### config.mk
export PLATFORM = sky130hd
export DESIGN_NAME = mul_div_unit
export DESIGN_NICKNAME = d
export VERILOG_FILES = /design/src/rtl/mul_div_unit.sv
export SDC_FILE = /design/constraint.sdc
export NUM_CORES = 1
export LEC_CHECK = 0
export CELL_PAD_IN_SITES_DETAIL_PLACEMENT = 1
export CELL_PAD_IN_SITES_GLOBAL_PLACEMENT = 1
export CORE_UTILIZATION = 40
export DETAILED_ROUTE_END_ITERATION = 6
export GPL_TIMING_DRIVEN = 0
export PLACE_DENSITY = 0.75
export SLEW_MARGIN = 40
export SYNTH_ARGS = -nofsm -noshare
export SYNTH_HDL_FRONTEND = slang
export SYNTH_SLANG_ARGS = --single-unit
### constraint.sdc
create_clock -name clk -period 8.5 [get_ports clk]
set_input_delay 2.125 -clock clk [delete_from_list [all_inputs] [get_ports clk]]
set_output_delay 2.125 -clock clk [all_outputs]
set_load 0.1 [all_outputs]
### src/rtl/mul_div_unit.sv
// Iterative multiply/divide unit holding the HI/LO registers.
// One shift-add or restoring shift-subtract step per clock over magnitudes, sign fix-up at the end.
module mul_div_unit #(
    parameter int unsigned WIDTH = 32
) (
    input  logic             clk,
    input  logic             reset,
    input  logic             start,
    input  logic [1:0]       op,
    input  logic [WIDTH-1:0] a,
    input  logic [WIDTH-1:0] b,
    input  logic             mthi,
    input  logic             mtlo,
    output logic             busy,
    output logic             done,
    output logic [WIDTH-1:0] hi,
    output logic [WIDTH-1:0] lo
);

    localparam int unsigned CW = $clog2(WIDTH + 1);

    typedef enum logic [1:0] {
        S_IDLE,
        S_CALC,
        S_FIX
    } state_t;

    state_t               state_q, state_d;
    logic [CW-1:0]        cnt_q, cnt_d;
    logic                 is_div_q, is_div_d;
    logic                 neg_q_q, neg_q_d;
    logic                 neg_r_q, neg_r_d;
    logic                 dz_q, dz_d;
    logic [WIDTH-1:0]     mcand_q, mcand_d;
    logic [2*WIDTH-1:0]   acc_q, acc_d;
    logic [WIDTH-1:0]     hi_q, hi_d;
    logic [WIDTH-1:0]     lo_q, lo_d;
    logic                 done_q, done_d;

    logic                 a_neg, b_neg;
    logic [WIDTH-1:0]     a_mag, b_mag;
    logic [WIDTH:0]       mul_sum;
    logic [WIDTH:0]       div_rs;
    logic [WIDTH-1:0]     div_diff;
    logic                 div_ge;
    logic [WIDTH-1:0]     quo, rem;
    logic [2*WIDTH-1:0]   prod;

    always_ff @(posedge clk) begin
        if (reset) begin
            state_q  <= S_IDLE;
            cnt_q    <= '0;
            is_div_q <= 1'b0;
            neg_q_q  <= 1'b0;
            neg_r_q  <= 1'b0;
            dz_q     <= 1'b0;
            mcand_q  <= '0;
            acc_q    <= '0;
            hi_q     <= '0;
            lo_q     <= '0;
            done_q   <= 1'b0;
        end else begin
            state_q  <= state_d;
            cnt_q    <= cnt_d;
            is_div_q <= is_div_d;
            neg_q_q  <= neg_q_d;
            neg_r_q  <= neg_r_d;
            dz_q     <= dz_d;
            mcand_q  <= mcand_d;
            acc_q    <= acc_d;
            hi_q     <= hi_d;
            lo_q     <= lo_d;
            done_q   <= done_d;
        end
    end

    always_comb begin
        state_d  = state_q;
        cnt_d    = cnt_q;
        is_div_d = is_div_q;
        neg_q_d  = neg_q_q;
        neg_r_d  = neg_r_q;
        dz_d     = dz_q;
        mcand_d  = mcand_q;
        acc_d    = acc_q;
        hi_d     = hi_q;
        lo_d     = lo_q;
        done_d   = 1'b0;

        // op[0]==0 selects the signed variants; |MIN| is the unsigned value 2^(WIDTH-1)
        a_neg = ~op[0] & a[WIDTH-1];
        b_neg = ~op[0] & b[WIDTH-1];
        a_mag = a_neg ? -a : a;
        b_mag = b_neg ? -b : b;

        mul_sum  = {1'b0, acc_q[2*WIDTH-1:WIDTH]} + (acc_q[0] ? {1'b0, mcand_q} : '0);
        div_rs   = {acc_q[2*WIDTH-1:WIDTH], acc_q[WIDTH-1]};
        div_ge   = (div_rs >= {1'b0, mcand_q});
        div_diff = div_rs[WIDTH-1:0] - mcand_q;
        quo      = acc_q[WIDTH-1:0];
        rem      = acc_q[2*WIDTH-1:WIDTH];
        prod     = neg_q_q ? -acc_q : acc_q;

        unique case (state_q)
            S_IDLE: begin
                if (start) begin
                    state_d  = S_CALC;
                    cnt_d    = '0;
                    is_div_d = op[1];
                    neg_q_d  = a_neg ^ b_neg;
                    neg_r_d  = a_neg;
                    dz_d     = op[1] & (b == '0);
                    if (op[1]) begin
                        acc_d   = {{WIDTH{1'b0}}, a_mag};
                        mcand_d = b_mag;
                    end else begin
                        acc_d   = {{WIDTH{1'b0}}, b_mag};
                        mcand_d = a_mag;
                    end
                end else begin
                    if (mthi) hi_d = a;
                    if (mtlo) lo_d = a;
                end
            end
            S_CALC: begin
                cnt_d = cnt_q + CW'(1);
                if (is_div_q) begin
                    acc_d = {(div_ge ? div_diff : div_rs[WIDTH-1:0]), acc_q[WIDTH-2:0], div_ge};
                end else begin
                    acc_d = {mul_sum, acc_q[WIDTH-1:1]};
                end
                if (cnt_q == CW'(WIDTH - 1)) state_d = S_FIX;
            end
            S_FIX: begin
                state_d = S_IDLE;
                done_d  = 1'b1;
                if (is_div_q) begin
                    // divide-by-zero leaves |a| as remainder, so HI still restores a after the sign fix
                    hi_d = neg_r_q ? -rem : rem;
                    lo_d = dz_q ? '1 : (neg_q_q ? -quo : quo);
                end else begin
                    hi_d = prod[2*WIDTH-1:WIDTH];
                    lo_d = prod[WIDTH-1:0];
                end
            end
            default: state_d = S_IDLE;
        endcase
    end

    assign busy = (state_q != S_IDLE);
    assign done = done_q;
    assign hi   = hi_q;
    assign lo   = lo_q;

endmodule
==> qor.yml <==
outcome: "complete, no violations"
crit_path_max_fanout: 5
crit_path_start_kind: "primary input"
synth_edf_count: 0
synth_top_cell_area_share: 0.242
initial_core_util: 0.410
comb_power_share: 0.349
worstMarginPinSlew_ns: 0.911
placed_cell_area_um2: 15900
drt_iter0_drc: 1533
die_y_um: 191
synth_nets: 2064
async_flop_share: 0
r2r_end: "acc_q[62]"
slew_headroom: 0.393
via_count: 16300
drt-total-wl_mm: 68.1
pwr-share-clk: 0.313
wl_per_cell_um: 26.8
hold_violations: 0
ant_nets: 0
syn-instance-count: 1922
power.internal_mw: 1.59
cap_violations: 0
finalSetupViolations: 0
p_leak_nw: 6.37
total_power_mw: 2.69
min_to: "mcand_q[3]"
ctsHoldBuffers: 0
nets: 2214
syn-cell-area_um2: 14300
antenna_found_initial: 1
firstDrtPassIters: 6
maxSlewViolCount: 0
period_minus_slack_ns: 5.23
final_area_um2: 16500
cts_root_buffer: "clkbuf_16"
fin_cells: 2540
syn_area_per_cell_um2: 7.45
hold_depth: 2
hold_class: "flip-flop to flip-flop"
hold_start: "mcand_q[3]"
reg2reg_slack_ns: 3.72
grt_pass1_vias: 16500
arrival_ns: 5.62
layout_common_cells: "208 x nor2_1, 197 x a21oi_1, 173 x dfxtp_1"
viasPerCell: 6.43
ys_ff_latch: 173
cts_tree: "yes"
fp.coreArea_um2: 34900
die-width_um: 191
layout-drive-gt1-share: 0.0686
worstPathRequired_ns: 8.89
setup_tns_ns: 0
r2r_start: "acc_q[0]"
place_congestion: 1.02
finalCritPeriodShare: 0.615
ys_seq_area_frac: 0.242
placedCellCount: 2508
post_cts_buffers: 0
synth_flop_cell: "dfxtp_1"
num_antenna_cells: 0
row_count: 68
grtUsageTotal: 0.372
p_seq_frac: 0.338
rsz0062_at_grt: "no"
critical_path_class: "primary input to flip-flop"
dieArea_um2: 36500
syn_to_final_growth_pct: 15.2
worst_r2r_path_depth: 14
cts_buffer_depth: 2
synth_largest_area_cell: "dfxtp_1"
cts_resized: 0
drc_errors: 0
synth_cell_types: 80
p_sw_mw: 1.10
cts.sinks: 173
finClkSkew_ns: 0.0170
numCtsBuffers: 17
place.port_buffers: 131
dp.final_hpwl_mm: 53.9
synth_warnings: 0
boundaryPins: 137
vdd_drop_max_uv: 141
grt_max_degree: 17
clk_latency_ns: 0.48
h-tree-depth: 4
max_clock_freq_mhz: 191
grt_pass1_wl_mm: 101
end_kind: "flip-flop"
clk_pin_slew_ns: 0.08
synth_area_leaders: "dfxtp_1 24%, a21oi_1 6.9%, ha_1 6.0%, xor2_1 5.6%, nor2_1 5.5%"
power.density_nw_per_um2: 163
grt-ovfl-total: 0
final_common_cell: "nor2_1"
swShare: 0.408
-- metal layers --
metal / share of wire / vias up / track usage / wire length, µm
met2: 0.46 / 656 / 0.619 / 31500
met5: 0 / - / 0 / 0
met1: 0.41 / 8115 / 0.460 / 28200
li1: - / 7360 / - / -
met4: 0.052 / 0 / 0.194 / 3510
met3: 0.072 / 195 / 0.0597 / 4920
-- cells by family after synthesis --
family	synth area share
compound gates	0.314
simple gates	0.190
buf+inv	0.0540
xor+xnor	0.109
flops	0.242
fa+ha+maj	0.0631
mux	0.0288
-- flip-flops by register name (all words and copies together) (netlist names) --
register / cells
neg_r_q: 1
dz_q: 1
neg_q_q: 1
acc_q: 64
is_div_q: 1
mcand_q: 32
cnt_q: 6
lo: 32
done: 1
hi: 32
state_q: 2
-- power groups by stage --
stage	registers (mW)	clock network, mW	logic (mW)
final	0.910	0.841	0.938
after global routing	0.914	0.864	0.995
after CTS	0.907	0.830	0.916
after detailed placement	0.925	0	0.908
after global placement	0.924	0	0.903
after floorplan	1.00	0	0.521
-- how the worst max path moves through the flow --
stage	from	end
floorplan	b[17]	acc_q[29]
global placement	b[5]	acc_q[30]
detailed placement	a[0]	acc_q[27]
CTS	a[0]	acc_q[27]
global route	b[3]	acc_q[17]
finish	b[3]	acc_q[27]
-- synthesized netlist by cell type (all sizes together), types with 40 or more instances --
cell type / instances
xnor2: 86
o21ai: 147
nand2: 161
a211oi: 50
inv: 60
clkbuf: 122
dfxtp: 173
ha: 69
xor2: 92
nor2: 209
mux2i: 40
a21oi: 198
-- cell type report --
type | instances | area [µm²]
Fill cell | 4452 | 18400
Multi-Input combinational cell | 1547 | 10100
Tap cell | 455 | 569
Sequential cell | 173 | 3460
Clock inverter | 11 | 134
Timing Repair Buffer | 131 | 981
Inverter | 61 | 229
Buffer | 141 | 562
Clock buffer | 21 | 450
-- worst max-delay path, stage by stage --
cell and delay, ns:
clkdlybuf4s50_1 0.51, or4_1 0.56, or3_1 0.44, or3b_1 0.45
nor2_1 0.50, a21oi_1 0.17, xnor2_1 0.20, a211oi_1 0.32
a21oi_1 0.07, a211oi_1 0.25
-- stage by stage --
step	setup slack (ns)	utilization	hold WS, ns
detailed placement	2.84	0.455	0.456
finish	3.27	0.473	0.469
global placement	2.67	0.464	0.441
CTS	3.30	0.472	0.467
global route	3.15	0.473	0.495
floorplan	3.82	-	0.432
Note: power is estimated with default switching activity, not from simulation.
